<file path="src/rtl/ship_motion_pkg.sv">
// Shared types and helpers for the ship motion block: FSM state, speed code
// and the saturating magnitude used by the per-axis tilt filters.
package ship_motion_pkg;

  localparam int SAMPLE_W = 16;
  localparam int SUM_W    = 18;
  localparam int HIST_N   = 4;

  typedef enum logic {FILL, RUN} state_t;

  typedef enum logic [1:0] {
    SPD_ZERO = 2'd0,
    SPD_SLOW = 2'd1,
    SPD_FAST = 2'd2
  } step_t;

  // |v| with the most negative value pinned to the most positive one
  function automatic logic [SAMPLE_W-1:0] abs_sat(input logic signed [SAMPLE_W-1:0] v);
    if (v == {1'b1, {(SAMPLE_W-1){1'b0}}}) return {1'b0, {(SAMPLE_W-1){1'b1}}};
    if (v[SAMPLE_W-1]) return -v;
    return v;
  endfunction

endpackage

</file>
<file path="src/rtl/tilt_axis_filter.sv">
// One tilt axis: 4-sample moving average with a running sum, then dead-zone
// and two-level speed classification. dir=1 means the average is negative.
module tilt_axis_filter import ship_motion_pkg::*; #(
  parameter int DEAD_ZONE   = 64,
  parameter int FAST_THRESH = 256
) (
  input  logic                       clk_pix,
  input  logic                       reset_n,
  input  logic                       data_update,
  input  logic signed [SAMPLE_W-1:0] data,
  output step_t                      step,
  output logic                       dir
);

  localparam logic [SAMPLE_W-1:0] DZ = SAMPLE_W'(DEAD_ZONE);
  localparam logic [SAMPLE_W-1:0] FT = SAMPLE_W'(FAST_THRESH);

  logic [HIST_N-1:0][SAMPLE_W-1:0] hist;
  logic signed [SUM_W-1:0]         sum;
  logic signed [SAMPLE_W-1:0]      avg;
  logic                            vld_q;
  logic [SAMPLE_W-1:0]             mag;

  always_ff @(posedge clk_pix) begin
    if (!reset_n) begin
      hist  <= '0;
      sum   <= '0;
      avg   <= '0;
      vld_q <= 1'b0;
    end else begin
      vld_q <= data_update;
      if (data_update) begin
        hist <= {hist[HIST_N-2:0], data};
        sum  <= sum + SUM_W'(data) - SUM_W'($signed(hist[HIST_N-1]));
      end
      // avg trails sum by one cycle, so a frame in the update cycle sees the old value
      if (vld_q) avg <= SAMPLE_W'(sum >>> 2);
    end
  end

  assign mag = abs_sat(avg);
  assign dir = avg[SAMPLE_W-1];

  always_comb begin
    step = SPD_ZERO;
    if (mag > DZ) step = (mag >= FT) ? SPD_FAST : SPD_SLOW;
  end

endmodule

</file>
<file path="src/rtl/ship_motion.sv">
// Tilt-to-position controller for the spaceship sprite: two filtered axes,
// a fill/run FSM, and a per-frame clamped position update with home override.
module ship_motion import ship_motion_pkg::*; #(
  parameter int H_RES        = 640,
  parameter int V_RES        = 480,
  parameter int SCREEN_CORDW = 16,
  parameter int SHIP_W       = 34,
  parameter int SHIP_H       = 36,
  parameter int X_HOME       = 300,
  parameter int Y_HOME       = 240,
  parameter int DEAD_ZONE    = 64,
  parameter int FAST_THRESH  = 256,
  parameter int STEP_SLOW    = 1,
  parameter int STEP_FAST    = 3
) (
  input  logic                    clk_pix,
  input  logic                    reset_n,
  input  logic                    data_update,
  input  logic [15:0]             data_x,
  input  logic [15:0]             data_y,
  input  logic                    frame,
  input  logic                    home,
  input  logic                    en,
  output logic [SCREEN_CORDW-1:0] sprite_x,
  output logic [SCREEN_CORDW-1:0] sprite_y,
  output logic                    moving
);

  localparam int NUM_AXES = 2;
  localparam int PW       = SCREEN_CORDW + 1;
  localparam int X_MAX    = H_RES - SHIP_W;
  localparam int Y_MAX    = V_RES - SHIP_H;

  logic [NUM_AXES-1:0][SAMPLE_W-1:0] axis_data;
  logic [NUM_AXES-1:0][1:0]          axis_step;
  logic [NUM_AXES-1:0]               axis_dir;

  assign axis_data = {data_y, data_x};

  for (genvar a = 0; a < NUM_AXES; a++) begin : g_axis
    step_t step_q;
    tilt_axis_filter #(
      .DEAD_ZONE   (DEAD_ZONE),
      .FAST_THRESH (FAST_THRESH)
    ) u_filt (
      .clk_pix     (clk_pix),
      .reset_n     (reset_n),
      .data_update (data_update),
      .data        (axis_data[a]),
      .step        (step_q),
      .dir         (axis_dir[a])
    );
    assign axis_step[a] = step_q;
  end

  state_t     state, state_nxt;
  logic [1:0] fill_cnt;
  logic       run;

  always_ff @(posedge clk_pix) begin
    if (!reset_n) begin
      state    <= FILL;
      fill_cnt <= 2'd0;
    end else begin
      state <= state_nxt;
      if (data_update && state == FILL) fill_cnt <= fill_cnt + 2'd1;
    end
  end

  always_comb begin
    state_nxt = state;
    if (state == FILL && data_update && fill_cnt == 2'd3) state_nxt = RUN;
  end

  always_comb begin
    run = (state == RUN);
  end

  function automatic logic signed [PW-1:0] step_px(input logic [1:0] code);
    case (code)
      SPD_SLOW: return PW'(STEP_SLOW);
      SPD_FAST: return PW'(STEP_FAST);
      default:  return '0;
    endcase
  endfunction

  function automatic logic [SCREEN_CORDW-1:0] clamp(input logic signed [PW-1:0] v, input int hi);
    if (v[PW-1]) return '0;
    if (v > PW'(hi)) return SCREEN_CORDW'(hi);
    return v[SCREEN_CORDW-1:0];
  endfunction

  logic signed [PW-1:0]    x_cur, y_cur, dx_px, dy_px, x_nxt, y_nxt;
  logic [SCREEN_CORDW-1:0] x_cl, y_cl;

  // screen x grows right, so positive x tilt moves left; y follows the tilt sign
  always_comb begin
    x_cur = $signed({1'b0, sprite_x});
    y_cur = $signed({1'b0, sprite_y});
    dx_px = step_px(axis_step[0]);
    dy_px = step_px(axis_step[1]);
    x_nxt = axis_dir[0] ? x_cur + dx_px : x_cur - dx_px;
    y_nxt = axis_dir[1] ? y_cur - dy_px : y_cur + dy_px;
    x_cl  = clamp(x_nxt, X_MAX);
    y_cl  = clamp(y_nxt, Y_MAX);
  end

  always_ff @(posedge clk_pix) begin
    if (!reset_n) begin
      sprite_x <= SCREEN_CORDW'(X_HOME);
      sprite_y <= SCREEN_CORDW'(Y_HOME);
      moving   <= 1'b0;
    end else if (home) begin
      sprite_x <= SCREEN_CORDW'(X_HOME);
      sprite_y <= SCREEN_CORDW'(Y_HOME);
      moving   <= 1'b0;
    end else if (frame) begin
      if (en && run) begin
        sprite_x <= x_cl;
        sprite_y <= y_cl;
        moving   <= (x_cl != sprite_x) || (y_cl != sprite_y);
      end else begin
        moving <= 1'b0;
      end
    end
  end

endmodule

</file>
<file path="config.mk">
export PLATFORM = sky130hd
export DESIGN_NAME = ship_motion
export DESIGN_NICKNAME = d
export VERILOG_FILES = /design/src/rtl/ship_motion_pkg.sv /design/src/rtl/tilt_axis_filter.sv /design/src/rtl/ship_motion.sv
export SDC_FILE = /design/constraint.sdc
export NUM_CORES = 1
export LEC_CHECK = 0
export BUFFER_PORTS_ARGS = -buffer_cell sky130_fd_sc_hd__buf_4
export CAP_MARGIN = 20
export CORE_MARGIN = 1.5
export CORE_UTILIZATION = 45
export CTS_BUF_LIST = sky130_fd_sc_hd__clkbuf_4 sky130_fd_sc_hd__clkbuf_8 sky130_fd_sc_hd__clkbuf_16
export DETAILED_ROUTE_END_ITERATION = 10
export GPL_TIMING_DRIVEN = 0
export HOLD_SLACK_MARGIN = 0.03
export PLACE_DENSITY = 0.7
export SLEW_MARGIN = 20
export SYNTH_ARGS = -nofsm -noshare
export SYNTH_HDL_FRONTEND = slang
export SYNTH_SLANG_ARGS = --single-unit
export TNS_END_PERCENT = 100
</file>
<file path="constraint.sdc">
create_clock -name clk_pix -period 7.35 [get_ports clk_pix]
set_clock_uncertainty 0.1 [all_clocks]
set_input_delay 1.1025 -clock clk_pix [delete_from_list [all_inputs] [get_ports clk_pix]]
set_output_delay 1.1025 -clock clk_pix [all_outputs]
set_load 0.02 [all_outputs]
</file>
# Word-level counts from Yosys, hierarchy flattened
# Cells that the tools add are included.
[op_classes]
bitwise_logic = 2
addsub = 11
n_lt_le_gt_ge = 6
eq_ne = 9
mux = 37
n_reduce_logical = 6
[ops]
columns = ["operator", "n"]
rows = [
  ["$mux 16", 16],
  ["$add 18x16->18", 2],
  ["$sub 18x16->18", 2],
  ["$add 17x17->17", 2],
  ["$mux 17", 2],
  ["$sub 17x17->17", 2],
  ["$eq 16x16->1 const B", 2],
  ["$ge 16x9->1 const B", 2],
  ["$gt 16x7->1 const B", 2],
  ["$ne 16x16->1", 2],
  ["$neg 16->16", 2],
  ["$gt 17x10->1 const B", 1],
  ["$gt 17x11->1 const B", 1],
  ["$mux 1", 13],
  ["$mux 2", 4],
  ["$pmux 2 s2", 2],
  ["$eq 2x2->1 const B", 3],
  ["$eq 2x1->1 const B", 2],
  ["$logic_and 1x1->1", 3],
  ["$add 2x1->2 const B", 1],
  ["$not 1->1", 2],
  ["$reduce_and 2->1", 1],
  ["$reduce_or 2->1", 1],
  ["$logic_or 1x1->1", 1],
]
[word_totals]
word_cells = 89
input_bits = 38
ff_bits = 233
output_inout_bits = 33

# Logic depth before layout (Yosys ltp)
# Gate-level depths: netlist of run 1.
[depth]
depth_word = 20
mapped_depth = 26
ltp_nobuf = 25

# Cells and area by module
# Synthesis of run 1 repeated with hierarchy kept, for this count alone.
[hier_totals]
hier_cells = 1656
hier_area_um2 = 14233.7
[modules_own_cells]
columns = ["mod", "area_each_um2", "cells_each", "n_inst", "seq_area_each_um2"]
rows = [
  ["tilt_axis_filter", 5290.1, 590, 2, 1981.9],
  ["ship_motion", 3653.5, 476, 1, 720.7],
]

# Worst setup path after synthesis of run 1
# No wires, ideal clock.
[synth_path]
kind = "reg-to-reg"
from = "register g_axis[0].u_filt.avg[0]"
to = "register moving"
period_less_slack_ps = 5812
t_required_ps = 7114
n_path_buf = 1
stages_incl_launch_ff = 24
path_slack_ps = 1538
arrival_ps = 5577
setup_time_ps = 136
cell_sequence = "dfxtp_1 -> clkbuf_1 -> inv_1 -> ha_1 -> or4b_1 -> a211o_1 -> a2111o_1 -> a21oi_2 -> o31ai_1 -> nand2_1 -> mux2i_1 -> fa_1 -> a211oi_2 -> nor3_1 -> o41ai_2 -> a21oi_1 -> mux2_4 -> a2111o_1 -> or2_1 -> or4b_1 -> o211ai_2 -> nand4_1 -> nor4_1 -> a311oi_1"
[synth_between]
elab_chain_cells = 19
elab_cells_between_ends = 26
classes_between = "add/sub (3); order compare (3); eq/ne (4); mux (15); reduce/logical (1)"
[synth_lines]
columns = ["element", "line_no", "rtl"]
rows = [
  ["start, declared", "tilt_axis_filter.sv:20", "logic signed [SAMPLE_W-1:0] avg;"],
  ["start signal, assigned", "tilt_axis_filter.sv:37", "if (vld_q) avg <= SAMPLE_W'(sum >>> 2);"],
  ["$neg 16->16", "ship_motion_pkg.sv:20", "if (v[SAMPLE_W-1]) return -v;"],
  ["$mux 16", "ship_motion_pkg.sv:20", ""],
  ["$mux 16", "ship_motion_pkg.sv:21", "return v;"],
  ["$mux 16 (*)", "ship_motion_pkg.sv:20", ""],
  ["$ge 16x9->1", "tilt_axis_filter.sv:46", "if (mag > DZ) step = (mag >= FT) ? SPD_FAST : SPD_SLOW;"],
  ["$mux 2", "tilt_axis_filter.sv:46", ""],
  ["$mux 2 (*)", "tilt_axis_filter.sv:46", ""],
  ["$eq 2x2->1 or $eq 2x1->1 (tied branches)", "ship_motion.sv:80", "case (code)"],
  ["(+2 left out)", "n/a", ""],
  ["$mux 17 (*)", "ship_motion.sv:102", "x_nxt = axis_dir[0] ? x_cur + dx_px : x_cur - dx_px;"],
  ["$gt 17x11->1", "ship_motion.sv:89", "if (v > PW'(hi)) return SCREEN_CORDW'(hi);"],
  ["$mux 1 (2 in a row)", "ship_motion.sv:89", ""],
  ["$mux 16", "ship_motion.sv:90", "return v[SCREEN_CORDW-1:0];"],
  ["$mux 16 (*)", "ship_motion.sv:89", ""],
  ["$ne 16x16->1 (*)", "ship_motion.sv:121", "moving <= (x_cl != sprite_x) || (y_cl != sprite_y);"],
  ["$logic_or 1x1->1 (*)", "ship_motion.sv:121", ""],
  ["$mux 1 (*)", "ship_motion.sv:118", "if (en && run) begin"],
  ["end signal, assigned", "ship_motion.sv:121", ""],
  ["end, declared", "ship_motion.sv:26", "output logic moving"],
]
# Every way passes the cells marked *; elsewhere a longest branch is shown, timed or not. The select of a mux whose other input is x is not followed.
# A chain may end at the register's enable or synchronous reset.

# Worst setup path after layout of run 1
# Ends and elaborated chain as after synthesis.

==> results of run 1 <==
routing by layer:
metal / vias up / wire length, um / track usage (%)
met4: 0 / 773 / 5.71
li1: 5678 / - / -
met1: 5358 / 15800 / 27.2
met5: - / 0 / 0
met2: 229 / 14800 / 33.5
met3: 49 / 1280 / 2.38
flip-flops by register name (all words and copies together), names as in the netlist:
| signal | cells |
|---|---|
| moving | 1 |
| run | 1 |
| sprite_x | 16 |
| g_axis.u_filt.hist | 128 |
| g_axis.u_filt.sum | 36 |
| g_axis.u_filt.vld_q | 1 |
| fill_cnt | 2 |
| g_axis.u_filt.avg | 32 |
| sprite_y | 16 |
cell usage after synthesis, types with 5 or more instances:
library cell / n / area, um2
o21a_1: 14 / 105
nor3b_1: 5 / 37.5
nor2b_1: 187 / 1170
a211oi_1: 12 / 90.1
a21oi_1: 71 / 355
nand3_1: 32 / 160
clkbuf_1: 56 / 210
nand2b_1: 9 / 56.3
o211ai_1: 13 / 97.6
o31ai_1: 10 / 75.1
buf_1: 10 / 37.5
or3_1: 6 / 37.5
dfxtp_1: 233 / 4660
nand3b_1: 5 / 37.5
nor2_1: 69 / 259
nand4_1: 10 / 62.6
a31oi_1: 12 / 75.1
nand2_1: 76 / 285
a22oi_1: 5 / 37.5
and2_1: 32 / 200
o21ai_0: 40 / 200
and3_1: 7 / 43.8
ha_1: 75 / 938
nor3_1: 27 / 135
a221o_1: 8 / 80.1
xor2_1: 18 / 158
xnor2_1: 41 / 359
fa_1: 36 / 721
or4_1: 6 / 45.0
inv_1: 171 / 642
a21boi_0: 15 / 113
o22ai_1: 6 / 37.5
mux2i_1: 171 / 1710
nor4_1: 13 / 81.3
a21o_1: 10 / 75.1
stage by stage:
step | std cells | setup WS (ns) | util (%) | power, mW | area (um2)
5_1_grt | 2107 | 0.353 | 52.6 | 6.35 | 16200
3_3_place_gp | 2059 | 0.616 | 49.3 | 4.31 | 15200
4_1_cts | 2107 | 0.907 | 52.6 | 5.87 | 16200
6_report | 2107 | 0.907 | 52.6 | 5.87 | 16200
3_5_place_dp | 2060 | 0.932 | 49.4 | 4.39 | 15200
2_1_floorplan | 1595 | 1.54 | - | 3.81 | 14200
worst paths after layout:
kind,start,end,slack [ns]
hold reg to reg,g_axis[0].u_filt.sum[1]$_SDFFE_PN0P_,g_axis[0].u_filt.sum[1]$_SDFFE_PN0P_,0.39
hold / removal,g_axis[0].u_filt.sum[1]$_SDFFE_PN0P_,g_axis[0].u_filt.sum[1]$_SDFFE_PN0P_,0.39
setup / recovery,g_axis[0].u_filt.avg[0]$_SDFFE_PN0P_,moving$_SDFFE_PP0P_,0.91
setup reg to reg,g_axis[0].u_filt.avg[0]$_SDFFE_PN0P_,moving$_SDFFE_PP0P_,0.91
where the power goes:
group / total, mW / internal (mW) / switching (mW) / leakage (nW)
registers: 1.46 / 1.37 / 0.0940 / 1.90
clock network: 1.46 / 0.937 / 0.528 / 0.488
logic: 2.94 / 1.23 / 1.71 / 4.57
logic make-up (layout without fill, tap and decap cells):
group	Yosys count	in the layout	synth area share, %
buffers and inverters	241	357	6.40
and+or+nand+nor	500	500	19.4
muxes	175	175	12.4
adders and majority gates	111	111	11.7
DFF	233	233	32.9
xor gates and xnor gates	59	59	3.64
AOI/OAI and AO/OA	276	276	13.6
worst max-delay path, stage by stage (launching register included):
cell and delay [ns]:
dfxtp_1 0.30, clkbuf_1 0.18, inv_1 0.10, ha_1 0.22, or4b_1 0.44, a211o_1 0.31
a2111o_1 0.42, a21oi_2 0.19, o31ai_1 0.09, nand2_1 0.07, mux2i_1 0.10, fa_1 0.48
a211oi_2 0.31, nor3_1 0.13, o41ai_2 0.41, a21oi_1 0.15, mux2_4 0.31, a2111o_1 0.49
nor3_2 0.49, nand4_1 0.15, a211oi_1 0.30, nand4_1 0.14, nor4_1 0.27, a311oi_1 0.13
final cells by class:
class / instances / area, um2
well taps: 396 / 495
clock buffers: 33 / 716
fillers: 2841 / 14600
clock inverters: 14 / 273
inverters: 172 / 646
repair buffers: 69 / 518
plain buffers: 69 / 263
multi-input cells: 1121 / 8630
flip-flops and latches: 233 / 4660
==> results.py, run 1 <==
metrics = {
    "cts": {
        "clkLatencyLatePin_ns": 0.56,
        "clockBufferDepth": 3,
        "postCtsSetupBuffers": 0,
        "cts_root_buf": "clkbuf_16",
        "cts_resized": 0,
        "cts_tree": "built",
        "clock-sinks": 233,
        "clkTransAtPathRegs_ns": 0.06,
        "cts_inserted_buffers": 26,
        "htree_levels": 1,
        "hold_buffers": 0,
    },
    "worst_setup_path": {
        "criticalPathCategory": "register to register",
        "critical_path_arrival_ns": 6.73,
        "critPathMaxFanout": 9,
        "r2r_cells": 23,
        "end_kind": "register",
        "critPathLaunchType": "register",
        "cp_data_required_time_ns": 7.64,
    },
    "timing": {
        "slew_headroom_pct": 40.0,
        "max_freq_mhz": 155,
        "hold_violations": 0,
        "tightest_slew_ns": 0.900,
        "setup-violations-final": 0,
        "hold_ws_ns": 0.390,
        "rsz0062_at_grt": "no",
        "tns_ns": 0,
        "fin_crit_ns": 6.44,
        "slew_violations": 0,
        "min_period_over_period_pct": 87.7,
    },
    "placement": {
        "port_buffers": 68,
        "place.gp.congestion": 0.863,
        "place_hpwl_um": 24700,
    },
    "final_layout": {
        "diodes": 0,
        "syn2layout_area_growth_pct": 14.2,
        "drive_above_1_share_pct": 8.47,
        "final_cell_mix": "233 x dfxtp_1, 187 x nor2b_1, 171 x inv_1, 171 x mux2i_1, 76 x nand2_1",
        "nNetsFinal": 1841,
        "final_common_cell": "dfxtp_1",
    },
    "synth": {
        "ys.flop_type": "dfxtp_1",
        "ys_seq_area_share_pct": 32.9,
        "synth_cell_types": 80,
        "syn_inst": 1595,
        "synth-seq-cells": 233,
        "avgSynthCellArea_um2": 8.90,
        "yosysWarnings": 0,
        "async_reset_ff_share_pct": 0,
        "synthesis.area_um2": 14200,
        "synth_edf_count": 0,
        "synthesis.nets": 1744,
    },
    "routing": {
        "wl_per_cell_um": 15.5,
        "first_pass_iters": 5,
        "vias_per_cell": 5.37,
        "ant_nets": 0,
        "drtIter0Drc": 572,
        "drc": 0,
        "wl_um": 32600,
        "vias": 11300,
    },
    "power_and_ir_drop": {
        "max-vdd-ir-drop_mv": 0.197,
        "powerDensity_nw_per_um2": 362,
        "leakage_nw": 6.95,
    },
    "floorplan": {
        "start_util_pct": 46.0,
        "die_h_um": 181,
        "die_w_um": 181,
        "coreArea_um2": 30800,
        "die-area_um2": 32600,
        "num_rows": 64,
        "io_pins": 71,
    },
    "global_routing": {
        "grt_pass1_wl_um": 54500,
        "globalRouteOverflowTotal": 0,
        "track_usage_pct": 20.0,
        "grt_max_degree": 16,
        "first_global_vias": 11000,
        "antenna_found_initial": 0,
    },
    "min_path": {
        "hp-class": "register to register",
        "hold_depth": 1,
    },
    "job": {
        "maxCapViolCount": 0,
    },
    "status": {
        "status": "finished clean",
    },
}
(Power assumes the default switching activity.)
==> run 2: changes to the inputs <==
--- a/config.mk
+++ b/config.mk
@@ -14,6 +14,7 @@
 export GPL_TIMING_DRIVEN = 0
 export HOLD_SLACK_MARGIN = 0.03
 export PLACE_DENSITY = 0.7
+export RECOVER_POWER = 100
 export SLEW_MARGIN = 20
 export SYNTH_ARGS = -nofsm -noshare
 export SYNTH_HDL_FRONTEND = slang
==> run 2 against run 1 <==
  * Via count rose by 0.11%
  * Non-clock buffer count unchanged
  * Global-route usage stayed put
  * Largest power group unchanged
  * Critical path type unchanged
  * Critical path depth down 1
  * Critical endpoint unchanged
  * Largest cell class unchanged
==> results.py, run 2 (synthesis gave the netlist of run 1 again) <==
metrics = {
    "final_layout": {
        "drive_above_1_share_pct": 6.14,
        "largest-register": "g_axis.u_filt.hist",
        "diodes": 0,
        "final_cell_mix": "233 x dfxtp_1, 187 x nor2b_1, 171 x inv_1, 171 x mux2i_1, 100 x clkbuf_1",
        "final_core_util_pct": 52.0,
        "final_common_cell": "dfxtp_1",
        "largest_reg_flops": 128,
        "reg_top3": "g_axis.u_filt.hist x128, g_axis.u_filt.sum x36, g_axis.u_filt.avg x32",
        "nNetsFinal": 1841,
        "syn2layout_area_growth_pct": 13.1,
    },
    "timing": {
        "slew_violations": 0,
        "setup-violations-final": 0,
        "fin_crit_ns": 6.52,
        "min_period_over_period_pct": 88.6,
        "hold_ws_ns": 0.390,
        "hold_violations": 0,
        "max_freq_mhz": 153,
        "tns_ns": 0,
        "slew_headroom_pct": 39.0,
        "rsz0062_at_grt": "no",
        "tightest_slew_ns": 0.909,
    },
    "job": {
        "maxCapViolCount": 0,
    },
    "cts": {
        "hold_buffers": 0,
        "clock-sinks": 233,
        "postCtsSetupBuffers": 0,
        "cts_inserted_buffers": 26,
        "cts_tree": "built",
        "cts_resized": 0,
        "htree_levels": 1,
        "clkTransAtPathRegs_ns": 0.06,
        "cts_root_buf": "clkbuf_16",
        "clockBufferDepth": 3,
        "clkLatencyLatePin_ns": 0.56,
    },
    "placement": {
        "place.gp.congestion": 0.863,
        "port_buffers": 68,
        "place_hpwl_um": 24700,
    },
    "global_routing": {
        "grt_pass1_wl_um": 54500,
        "antenna_found_initial": 0,
        "globalRouteOverflowTotal": 0,
        "first_global_vias": 11000,
        "grt_max_degree": 16,
        "track_usage_pct": 20.0,
    },
    "floorplan": {
        "die_w_um": 181,
        "num_rows": 64,
        "die_h_um": 181,
        "coreArea_um2": 30800,
        "die-area_um2": 32600,
        "io_pins": 71,
        "start_util_pct": 46.0,
    },
    "power_and_ir_drop": {
        "finalPower_mw": 5.84,
        "leakage_nw": 6.78,
        "max-vdd-ir-drop_mv": 0.197,
        "powerDensity_nw_per_um2": 364,
    },
    "routing": {
        "ant_nets": 0,
        "vias_per_cell": 5.38,
        "first_pass_iters": 5,
        "vias": 11300,
        "drc": 0,
        "wl_um": 32600,
        "drtIter0Drc": 555,
        "wl_per_cell_um": 15.5,
    },
    "worst_setup_path": {
        "criticalPathCategory": "register to register",
        "cp_data_required_time_ns": 7.64,
        "critPathLaunchType": "register",
        "critPathMaxFanout": 9,
        "end_kind": "register",
        "critical_path_arrival_ns": 6.81,
    },
    "status": {
        "status": "finished clean",
    },
    "min_path": {
        "hp-class": "register to register",
    },
}
## run 2: worst paths after layout
check	start	to	slack [ns]	cells after the start
max	g_axis[0].u_filt.avg[0]$_SDFFE_PN0P_	moving$_SDFFE_PP0P_	0.83	22
min	g_axis[0].u_filt.sum[1]$_SDFFE_PN0P_	g_axis[0].u_filt.sum[1]$_SDFFE_PN0P_	0.39	1
max reg2reg	g_axis[0].u_filt.avg[0]$_SDFFE_PN0P_	moving$_SDFFE_PP0P_	0.83	22
min reg2reg	g_axis[0].u_filt.sum[1]$_SDFFE_PN0P_	g_axis[0].u_filt.sum[1]$_SDFFE_PN0P_	0.39	1
## run 2: layout make-up
class,count,area [um2]
repair buffers,69,383
clock buffers,33,716
fillers,2883,14800
flip-flops and latches,233,4660
well taps,396,495
inverters,172,646
multi-input cells,1121,8610
plain buffers,69,262
clock inverters,14,273
## run 2: metrics by stage
step	std cells	setup WS (ns)	instance area, um2
after floorplan	1595	1.54	14200
after global routing	2107	0.202	16000
final	2107	0.835	16000
after detailed placement	2060	0.932	15200
after CTS	2107	0.907	16200
after global placement	2059	0.616	15200
## run 2: power by group
part	internal, mW	switching (mW)
sequential	1.37	0.0946
combinational	1.22	1.69
clock	0.937	0.528
total	3.52	2.32
## run 2: per-layer routing
metal  up-vias  GRT usage [%]  routed length, um  part of all wire [%]
met1      5367           27.2              15700                    48
met4         0           5.71                782                   2.4
met2       238           33.5              14800                    45
met3        53           2.38               1360                   4.2
li1       5668              -                  -                     -
met5         -              0                  0                     0
## run 2: worst max-delay path, stage by stage, from the launching register on
cell	delay, ns
dfxtp_1	0.30
clkbuf_1	0.18
inv_1	0.10
ha_1	0.22
or4b_1	0.44
a211o_1	0.31
a2111o_1	0.42
a21oi_2	0.19
nand2_1	0.09
ha_1	0.23
fa_1	0.41
a211oi_1	0.40
nor3_1	0.16
o41ai_2	0.42
a21oi_1	0.14
mux2_2	0.28
a2111o_1	0.48
o41ai_1	0.58
xnor2_1	0.12
a211oi_1	0.26
nand4_1	0.14
nor4_1	0.27
a311oi_1	0.13
